==> config.mk <==
export PLATFORM = sky130hd
export DESIGN_NAME = mem_writer_flat
export DESIGN_NICKNAME = d
export VERILOG_FILES = /design/src/rtl/mem_writer_if.sv /design/src/rtl/mem_writer.sv /design/src/flat_wrapper.sv
export SDC_FILE = /design/constraint.sdc
export NUM_CORES = 1
export LEC_CHECK = 0
export ABC_AREA = 1
export BUFFER_PORTS_ARGS = -buffer_cell sky130_fd_sc_hd__clkbuf_2
export CORE_MARGIN = 2
export CORE_UTILIZATION = 38
export CTS_BUF_LIST = sky130_fd_sc_hd__clkbuf_8
export DETAILED_ROUTE_END_ITERATION = 6
export PLACE_DENSITY = 0.68
export SLEW_MARGIN = 40
export SYNTH_ARGS = -nofsm -noshare
export SYNTH_HDL_FRONTEND = slang
export SYNTH_SLANG_ARGS = --single-unit
==> constraint.sdc <==
create_clock -name clk -period 1.65 [get_ports clk]
set_input_delay 0.33 -clock clk [delete_from_list [all_inputs] [get_ports clk]]
set_output_delay 0.33 -clock clk [all_outputs]
set_load 0.005 [all_outputs]
==> src/rtl/mem_writer_if.sv <==
// mem_writer_if: burst request, upstream stream and memory write bus of mem_writer.
interface mem_writer_if #(
   parameter int DATA_W = 8,
   parameter int ADDR_W = 3
);
   logic              start;
   logic [ADDR_W-1:0] start_addr;
   logic [ADDR_W:0]   len;
   logic              abort;
   logic              in_valid;
   logic [DATA_W-1:0] in_data;
   logic              in_ready;
   logic              wr_en;
   logic [ADDR_W-1:0] wr_addr;
   logic [DATA_W-1:0] wr_data;
   logic              busy;
   logic              done;
   logic              err;
   logic [ADDR_W:0]   count;

   modport master (
      output start, start_addr, len, abort, in_valid, in_data,
      input  in_ready, wr_en, wr_addr, wr_data, busy, done, err, count
   );

   modport slave (
      input  start, start_addr, len, abort, in_valid, in_data,
      output in_ready, wr_en, wr_addr, wr_data, busy, done, err, count
   );
endinterface

==> src/rtl/mem_writer.sv <==
// mem_writer: accepts a burst request, then writes len upstream words to consecutive
// (wrapping) memory addresses with one cycle of latency, supporting abort.
module mem_writer #(
   parameter int DATA_W = 8,
   parameter int ADDR_W = 3
) (
   input logic         clk,
   input logic         rst_n,
   mem_writer_if.slave bus
);
   typedef enum logic [1:0] {IDLE, WRITE, DONE} state_t;

   localparam logic [ADDR_W:0] DEPTH = (ADDR_W+1)'(1) << ADDR_W;
   localparam logic [ADDR_W:0] ONE   = (ADDR_W+1)'(1);

   state_t            state_q, state_d;
   logic [ADDR_W-1:0] addr_q, addr_d, wr_addr_q, wr_addr_d;
   logic [ADDR_W:0]   rem_q, rem_d, count_q, count_d;
   logic [DATA_W-1:0] wr_data_q, wr_data_d;
   logic              in_ready_q, in_ready_d, wr_en_q, wr_en_d;
   logic              done_q, done_d, err_q, err_d;
   logic              beat, len_ok;

   always_comb begin
      beat      = state_q == WRITE && bus.in_valid && !bus.abort;
      len_ok    = bus.len != '0 && bus.len <= DEPTH;
      state_d   = state_q;
      addr_d    = addr_q;
      rem_d     = rem_q;
      count_d   = count_q;
      wr_addr_d = wr_addr_q;
      wr_data_d = wr_data_q;
      wr_en_d   = beat;
      done_d    = 1'b0;
      err_d     = 1'b0;
      case (state_q)
         IDLE: if (bus.start) begin
            if (len_ok) begin
               state_d = WRITE;
               addr_d  = bus.start_addr;
               rem_d   = bus.len;
               count_d = '0;
            end else err_d = 1'b1;
         end
         WRITE: if (bus.abort) state_d = IDLE;
         else if (beat) begin
            wr_addr_d = addr_q;
            wr_data_d = bus.in_data;
            addr_d    = addr_q + 1'b1;
            rem_d     = rem_q - ONE;
            count_d   = count_q + ONE;
            // done is registered alongside the last write strobe
            if (rem_q == ONE) begin
               state_d = DONE;
               done_d  = 1'b1;
            end
         end
         default: state_d = IDLE;
      endcase
      in_ready_d = state_d == WRITE;
   end

   always_ff @(posedge clk) begin
      if (!rst_n) begin
         state_q    <= IDLE;
         addr_q     <= '0;
         rem_q      <= '0;
         count_q    <= '0;
         wr_addr_q  <= '0;
         wr_data_q  <= '0;
         in_ready_q <= 1'b0;
         wr_en_q    <= 1'b0;
         done_q     <= 1'b0;
         err_q      <= 1'b0;
      end else begin
         state_q    <= state_d;
         addr_q     <= addr_d;
         rem_q      <= rem_d;
         count_q    <= count_d;
         wr_addr_q  <= wr_addr_d;
         wr_data_q  <= wr_data_d;
         in_ready_q <= in_ready_d;
         wr_en_q    <= wr_en_d;
         done_q     <= done_d;
         err_q      <= err_d;
      end
   end

   assign bus.in_ready = in_ready_q;
   assign bus.wr_en    = wr_en_q;
   assign bus.wr_addr  = wr_addr_q;
   assign bus.wr_data  = wr_data_q;
   assign bus.busy     = state_q != IDLE;
   assign bus.done     = done_q;
   assign bus.err      = err_q;
   assign bus.count    = count_q;
endmodule
==> src/flat_wrapper.sv <==
// flat-port wrapper written by rule: the top's interface ports become plain ports
module mem_writer_flat 
#(
   parameter int DATA_W = 8,
   parameter int ADDR_W = 3
)
  (clk, rst_n, bus_start, bus_start_addr, bus_len, bus_abort, bus_in_valid, bus_in_data, bus_in_ready, bus_wr_en, bus_wr_addr, bus_wr_data, bus_busy, bus_done, bus_err, bus_count);
  mem_writer_if #(.DATA_W(DATA_W), .ADDR_W(ADDR_W)) bus_i ();
  input logic clk;
  input logic rst_n;
  input wire logic [$bits(bus_i.start)-1:0] bus_start;
  input wire logic [$bits(bus_i.start_addr)-1:0] bus_start_addr;
  input wire logic [$bits(bus_i.len)-1:0] bus_len;
  input wire logic [$bits(bus_i.abort)-1:0] bus_abort;
  input wire logic [$bits(bus_i.in_valid)-1:0] bus_in_valid;
  input wire logic [$bits(bus_i.in_data)-1:0] bus_in_data;
  output wire logic [$bits(bus_i.in_ready)-1:0] bus_in_ready;
  output wire logic [$bits(bus_i.wr_en)-1:0] bus_wr_en;
  output wire logic [$bits(bus_i.wr_addr)-1:0] bus_wr_addr;
  output wire logic [$bits(bus_i.wr_data)-1:0] bus_wr_data;
  output wire logic [$bits(bus_i.busy)-1:0] bus_busy;
  output wire logic [$bits(bus_i.done)-1:0] bus_done;
  output wire logic [$bits(bus_i.err)-1:0] bus_err;
  output wire logic [$bits(bus_i.count)-1:0] bus_count;
  assign bus_i.start = bus_start;
  assign bus_i.start_addr = bus_start_addr;
  assign bus_i.len = bus_len;
  assign bus_i.abort = bus_abort;
  assign bus_i.in_valid = bus_in_valid;
  assign bus_i.in_data = bus_in_data;
  assign bus_in_ready = bus_i.in_ready;
  assign bus_wr_en = bus_i.wr_en;
  assign bus_wr_addr = bus_i.wr_addr;
  assign bus_wr_data = bus_i.wr_data;
  assign bus_busy = bus_i.busy;
  assign bus_done = bus_i.done;
  assign bus_err = bus_i.err;
  assign bus_count = bus_i.count;
  mem_writer #(.DATA_W(DATA_W), .ADDR_W(ADDR_W)) u_core (.clk(clk), .rst_n(rst_n), .bus(bus_i));
endmodule
# [After elaboration in Yosys (flattened, before gate mapping)]
# Cells that the tools add are included.
[totals] inputBits=20 register_bits=28 out_inout_bits=20 elab_cells=60
[classes] n_reduce_logical=12 order_cmp=1 muxes=23 addsub=3 bitwise=4 n_eq_ne=7
[op_table] operator="4-bit two-way mux" count=8
[op_table] operator="4-bit one-hot mux with 2 select lines" count=2
[op_table] operator="3-bit two-way mux" count=4
[op_table] operator="2-bit two-way mux" count=5
[op_table] operator="3-bit one-hot mux with 2 select lines" count=1
[op_table] operator="3-bit AND reduction" count=2
[op_table] operator="5-bit AND reduction" count=1
[op_table] operator="4-bit by 1-bit adder with 4-bit output, second input constant" count=1
[op_table] operator="2-bit by 1-bit == test with 1-bit output, second input constant" count=2
[op_table] operator="4-bit by 1-bit == test with 1-bit output, second input constant" count=1
[op_table] operator="4-bit <= comparator, second input constant" count=1
[op_table] operator="2-bit by 1-bit != test with 1-bit output, second input constant" count=2
[op_table] operator="2-bit != test, second input constant" count=2
[op_table] operator="1-bit inverter" count=4
[op_table] operator="2-bit one-hot mux with 2 select lines" count=1
[op_table] operator="2-bit nonzero test" count=2
[op_table] operator="4-bit nonzero test" count=1
[op_table] operator="4-bit OR reduction" count=1
[op_table] operator="4-bit by 1-bit subtractor with 4-bit output, second input constant" count=1
[op_table] operator="3-bit by 1-bit adder with 3-bit output, second input constant" count=1
[op_table] operator="1-bit logical AND" count=3
[op_table] operator="2-bit logical NOT" count=1
[op_table] operator="1-bit two-way mux" count=2
[op_table] operator="1-bit logical NOT" count=1

# [Depth between registers and ports, before layout]
# Gate-level depths: netlist of run 1.
[logic_depth] depth_word=7 mapped_depth=9 ltp_nobuf=9

# [Least setup slack after synthesis of run 1]
# Ideal clock, no wire load.
[synth_timing] kind="reg2reg" start="register u_core.count_q[0], in the netlist u_core.bus.count[0]" end="register u_core.count_q[2], in the netlist u_core.bus.count[2]" t_arrival_ps=1142 n_path_buf=0 path_stages_with_launch=7 path_slack_ps=438 cell_sequence="dfxtp_1 ha_1 inv_1 or2_2 a21oi_1 nand2_2 a21oi_1"
[synth_via] elab_chain_len=4
[synth_rtl] item="start: declaration" line="mem_writer.sv:18" source="logic [ADDR_W:0] rem_q, rem_d, count_q, count_d;"
[synth_rtl] item="start signal: assignment" line="mem_writer.sv:79" source="count_q <= count_d;"
[synth_rtl] item="4-bit by 1-bit adder with 4-bit output" line="mem_writer.sv:51" source="count_d = count_q + ONE;"
[synth_rtl] item="4-bit two-way mux" line="mem_writer.sv:46" source="else if (beat) begin"
[synth_rtl] item="4-bit two-way mux" line="mem_writer.sv:45" source="WRITE: if (bus.abort) state_d = IDLE;"
[synth_rtl] item="4-bit one-hot mux with 2 select lines" line="mem_writer.sv:36" source="case (state_q)"
# Every way passes these cells. The select of a mux whose other input is x is not followed.
# A chain may end at the register's enable or synchronous reset.

# [Worst setup path after layout of run 1]
[layout_timing] start="register u_core.state_q[0]" end="register u_core.rem_q[2]"
[layout_via] elab_chain_len=5 elab_cells_between_ends=11
[layout_rtl] item="start: declaration" line="mem_writer.sv:16" source="state_t state_q, state_d;"
[layout_rtl] item="start signal: assignment" line="mem_writer.sv:76" source="state_q <= state_d;"
[layout_rtl] item="2-bit by 1-bit == test with 1-bit output" line="mem_writer.sv:25, mem_writer.sv:36"
[layout_rtl] item="1-bit logical AND (2 in series)" line="mem_writer.sv:25" source="beat = state_q == WRITE && bus.in_valid && !bus.abort;"
[layout_rtl] item="2-bit by 1-bit != test with 1-bit output (no line)"
[layout_rtl] item="5-bit AND reduction (no line)"
[layout_rtl] item="end signal: assignment" line="mem_writer.sv:78" source="rem_q <= rem_d;"
[layout_rtl] item="end: declaration" line="mem_writer.sv:18"
# Several ways; a longest one is shown, not always the timed one.

==> results of run 1 <==
==> worst max-delay path, cell delays in order, from the launching register on <==
cell	delay (ps)
dfxtp_1	320
inv_2	70
nand2_1	90
nor2_4	140
nand3_4	150
nand2_2	210
inv_1	130
nor2_1	110
nor2_1	40
==> routing by layer <==
| layer | routed length [um] | part of all wire | vias up | track usage |
|---|---|---|---|---|
| met4 | 34 | 0.012 | 0 | 0.0583 |
| met3 | 98 | 0.036 | 2 | 0.0268 |
| met5 | 0 | 0 | - | 0 |
| met1 | 1250 | 0.46 | 522 | 0.179 |
| li1 | - | - | 659 | - |
| met2 | 1350 | 0.49 | 18 | 0.278 |
==> kinds of logic (layout without fill, tap and decap cells) <==
family | after synthesis | in the layout
AO/OA/AOI/OAI | 23 | 23
XOR/XNOR | 2 | 2
adder cells (fa/ha/maj) | 4 | 4
buffers and inverters | 28 | 69
flip-flops | 28 | 28
AND/OR/NAND/NOR | 100 | 100
==> worst paths after layout <==
path / start / to / depth (start not counted)
worst min register to register: u_core.addr_q[1] / u_core.bus.wr_addr[1] / 2
worst min-delay path: bus_in_data[6] / u_core.bus.wr_data[6] / 3
worst max register to register: u_core.state_q[0] / u_core.rem_q[2] / 8
worst max-delay path: u_core.state_q[0] / u_core.rem_q[2] / 8
==> registers in the layout, summed over array words and instances, names as in the netlist <==
register             cells
u_core.bus.done          1
u_core.addr_q            3
u_core.bus.in_ready      1
u_core.bus.wr_addr       3
u_core.bus.err           1
u_core.state_q           2
u_core.bus.wr_en         1
u_core.bus.wr_data       8
u_core.bus.count         4
u_core.rem_q             4
==> report_power, final <==
| group | switching [mW] | internal, mW | leakage (nW) |
|---|---|---|---|
| clock network | 0.204 | 0.324 | 0.0357 |
| logic | 0.132 | 0.0964 | 0.536 |
| registers | 0.0219 | 0.709 | 0.228 |
| total | 0.358 | 1.13 | 0.800 |
==> area by class of cell <==
cell class                      instances  area [um^2]
Multi-Input combinational cell        129          633
Sequential cell                        28          561
Tap cell                               46         57.6
Inverter                               21         83.8
Timing Repair Buffer                   44          233
Clock inverter                          1         30.0
Fill cell                             354         1700
Clock buffer                            3         41.3
==> cells in the mapped netlist, drive strengths merged <==
master and instances:
nand3 13, nor2 45, buf 6, dfxtp 28
o21ai 16, clkbuf 1, or2 2, nand4 1
nand2 36, a21oi 7, nor3 2, xnor2 2
inv 21, ha 4, nand3b 1
==> through the flow <==
step,std cells,setup slack [ps],area [um^2]
finish,272,287,1640
global route,272,148,1640
CTS,272,270,1640
floorplan,185,438,1330
global placement,268,197,1570
detailed placement,268,178,1570
==> summary.txt, run 1 <==
STA
  – Slew Viols, Final: 0
  – Period utilisation layout: 0.826
  – RSZ-0062 raised after global routing: no
  – FMAX: 0.734 GHz
  – Period minus WS final: 1360 ps
  – Worst-Margin Slew: 306 ps
  – Hold_ws: 305 ps
  – Max_slew headroom: 0.796
  – Endpoints failing setup: 0
  – Hold Fails Final Rpt: 0
  – Final Skew: 1.97 ps
  – TNS Setup: 0 ps

GRT
  – Total GRT Usage: 0.154
  – Vias in the first global route: 1159
  – Grt ovf: 0
  – First-pass GRT wire length: 4.91 mm
  – Pin count of the biggest net entering global routing: 17
  – Antenna violations before repair: 0

Placement
  – Detailed placer's ending HPWL: 2.08 mm
  – Buffers on Ports: 39
  – RePlAce Congestion: 0.813

Detailed routing
  – DRC: 0
  – Wirelength per Cell: 10.0 um
  – DR vias/cell: 4.42
  – DRT iter0 DRCs: 36
  – Drt total wl: 2.73 mm
  – DRT Pass-1 Iters: 4
  – ANT nets after route: 0
  – Via Count: 1201

Cells and area
  – Commonest cells after routing, fill and taps aside: 43 x nor2_1, 39 x clkbuf_2, 34 x nand2_1
  – Synth-to-Final Area Change: 23.4%
  – Fin nets: 251
  – Most common cell after layout, fill and taps aside: nor2_1
  – Core Util, Final: 0.491
  – Layout cells sized above 1: 0.257
  – Ant. Diodes: 0

Yosys
  – Synth warn: 0
  – Yosys top cell by area: dfxtp_1
  – Synth Area in Adders: 0.0377
  – Sequential-to-total area share from yosys stat: 0.422
  – Post-Synth XOR/XNOR Area: 0.0132
  – Simple-gate share of the synthesized area: 0.339
  – Cell Area, Synth: 0.00133 mm^2
  – Synth Register Bits: 28
  – Mux cell area share after synthesis: 0
  – Cells after synthesis: 185
  – Share of the synthesized area in the top cell type: 0.422
  – Yosys cell types: 24
  – Top cells by area, synth: dfxtp_1 42%, nor2_1 12%, nand2_1 9.6%, o21ai_0 5.3%, inv_1 5.1%
  – Mapped Avg Cell Area: 7.18 um^2
  – Post-Syn Nets: 209
  – Compound-Gate Fraction of Synth Area: 0.0866
  – Largest family of logic cells by synthesized area: simple AND/OR/NAND/NOR gates

Clock network
  – Postcts setup bufs: 0
  – # hold bufs at CTS: 0
  – Clock latency on the worst-skew pair: 270 ps
  – Longest Clk Path Bufs: 2
  – Clk pin slew, worst setup/hold paths: 90 ps
  – CTS tree: built
  – Clock root buffer: clkbuf_8
  – Clock net sink count: 28
  – Total CTS buffers: 3
  – H-tree depth: 1
  – Post-CTS Resized: 0

Worst setup path
  – Reg-to-reg slack, setup: 290 ps
  – Crit Path Category: reg2reg
  – Critical path launch point type: register
  – WP data arrival: 1540 ps
  – Crit Path Max Fanout: 11
  – Setup crit end kind: register
  – Critical Path RT: 1820 ps

Floorplan
  – Initial Util: 0.398
  – Floorplan die width: 63.1 um
  – Row count: 21
  – Core box area: 0.00334 mm^2
  – Die area: 0.00399 mm^2
  – Die Ht: 63.1 um
  – Ports: 40

Run
  – Maxcap violations: 0

Pwr
  – Pwr Total: 1.49 mW
  – Power density over the cells: 908 mW/mm^2
  – Leakage: 0.800 nW
  – Max VDD drop: 399 uV

Status
  – Status: completed

Hold path
  – Hold Path Class: in2reg
(Power assumes the default switching activity.)
==> inputs of run 2 (changes only) <==
- PLACE_DENSITY: 0.68 -> 0.7
- clock period: 1.65 -> 1.2 ns (I/O delays scaled with it)
==> summary.txt, run 2 (synthesis results as in run 1) <==
Detailed routing
  – DRT iter0 DRCs: 30
  – DRC: 0
  – DRT Pass-1 Iters: 4
  – Wirelength per Cell: 10.7 um
  – Drt total wl: 3.01 mm
  – ANT nets after route: 0
  – DR vias/cell: 4.57
  – Via Count: 1280

Floorplan
  – Ports: 40
  – Initial Util: 0.398
  – Die area: 0.00399 mm^2
  – Floorplan die width: 63.1 um
  – Core box area: 0.00334 mm^2
  – Row count: 21
  – Die Ht: 63.1 um

Cells and area
  – Most common cell after layout, fill and taps aside: clkbuf_2
  – Post-route cell area: 0.00183 mm^2
  – Final std cells w/o fill: 280
  – Core Util, Final: 0.548
  – Layout cells sized above 1: 0.393
  – Commonest cells after routing, fill and taps aside: 39 x clkbuf_2, 37 x nor2_1, 28 x nand2_1
  – Synth-to-Final Area Change: 37.7%
  – Ant. Diodes: 0
  – Fin nets: 259
  – Number of flip-flops in the largest register: 8

Placement
  – RePlAce Congestion: 0.826
  – DP Cell Count: 275
  – Buffers on Ports: 39
  – Detailed placer's ending HPWL: 2.17 mm
  – Pre-CTS WS: -7.92 ps
  – Placed instance area: 0.00165 mm^2

Worst setup path
  – Crit Path Max Fanout: 4
  – Critical path cell sequence: inv_2, nand2_2, nor2_4, nand3_4, nand2_4, buf_6, nand2_4, nand2_2, nor2_1
  – CP max stage cell: dfxtp_2
  – WP data arrival: 1370 ps
  – Critical path's top delay family: simple AND/OR/NAND/NOR gates
  – Setup crit end kind: register
  – Crit path buffers/inverters: 2
  – CP max stage delay: 320 ps
  – Crit Path Category: reg2reg
  – Critical Path RT: 1380 ps
  – Critical path launch point type: register

Pwr
  – Power density over the cells: 1170 mW/mm^2
  – Max VDD drop: 597 uV
  – Leakage: 0.885 nW
  – Pwr Total: 2.14 mW

GRT
  – Total GRT Usage: 0.165
  – Pin count of the biggest net entering global routing: 17
  – Vias in the first global route: 1175
  – Grt ovf: 0
  – First-pass GRT wire length: 5.12 mm
  – Antenna violations before repair: 0

Clock network
  – Clock root buffer: clkbuf_8
  – Clock net sink count: 28
  – Total CTS buffers: 3
  – H-tree depth: 1
  – CTS tree: built
  – Clk pin slew, worst setup/hold paths: 90 ps
  – # hold bufs at CTS: 0
  – Clock latency on the worst-skew pair: 280 ps
  – Longest Clk Path Bufs: 2

Hold path
  – Hold Path Class: in2reg

STA
  – Period minus WS final: 1190 ps
  – Max_slew headroom: 0.831
  – Slew Viols, Final: 0
  – Hold Fails Final Rpt: 0
  – TNS Setup: 0 ps
  – Endpoints failing setup: 0
  – FMAX: 0.839 GHz
  – Final Skew: 2.34 ps
  – Period utilisation layout: 0.993
  – Worst-Margin Slew: 254 ps
  – RSZ-0062 raised after global routing: yes
  – Hold_ws: 192 ps
  – Final WS setup: 8.79 ps

Run
  – Maxcap violations: 0

Status
  – Status: completed
## run 2: path summary, 6_finish.rpt
path | cells after the start | slack [ps] | end | startpoint
hold reg to reg | 2 | 490 | u_core.bus.wr_addr[1] | u_core.addr_q[1]
setup reg to reg | 9 | 9 | u_core.bus.count[0] | u_core.state_q[0]
hold / removal | 3 | 190 | u_core.bus.wr_data[5] | bus_in_data[5]
setup / recovery | 9 | 9 | u_core.bus.count[0] | u_core.state_q[0]
## run 2: layer usage
metal	part of all wire	GRT usage
met4	0.025	0.0917
met1	0.46	0.204
met3	0.029	0.0232
met2	0.48	0.274
met5	0	0
## run 2: layout make-up
type / instances / area [um^2]
Inverter: 21 / 93.8
Fill cell: 319 / 1510
Tap cell: 46 / 57.6
Timing Repair Buffer: 52 / 337
Clock buffer: 3 / 41.3
Sequential cell: 28 / 567
Multi-Input combinational cell: 129 / 703
Clock inverter: 1 / 30.0
## run 2: repair_timing
action	in CTS	in global routing
endpoints found under the hold margin	0	0
resized for setup	2	35
setup buffers	1	0
pin swaps	2	13
endpoints found under the setup margin	3	25
## run 2: power by group
group	total (mW)	internal [mW]	switching, mW
Clock	0.736	0.447	0.289
Combinational	0.396	0.178	0.218
Sequential	1.00	0.977	0.0276
## run 2: worst min-delay path, stage by stage
cell      delay, ps
clkbuf_2         70
o21ai_1          50
nor2_1           70
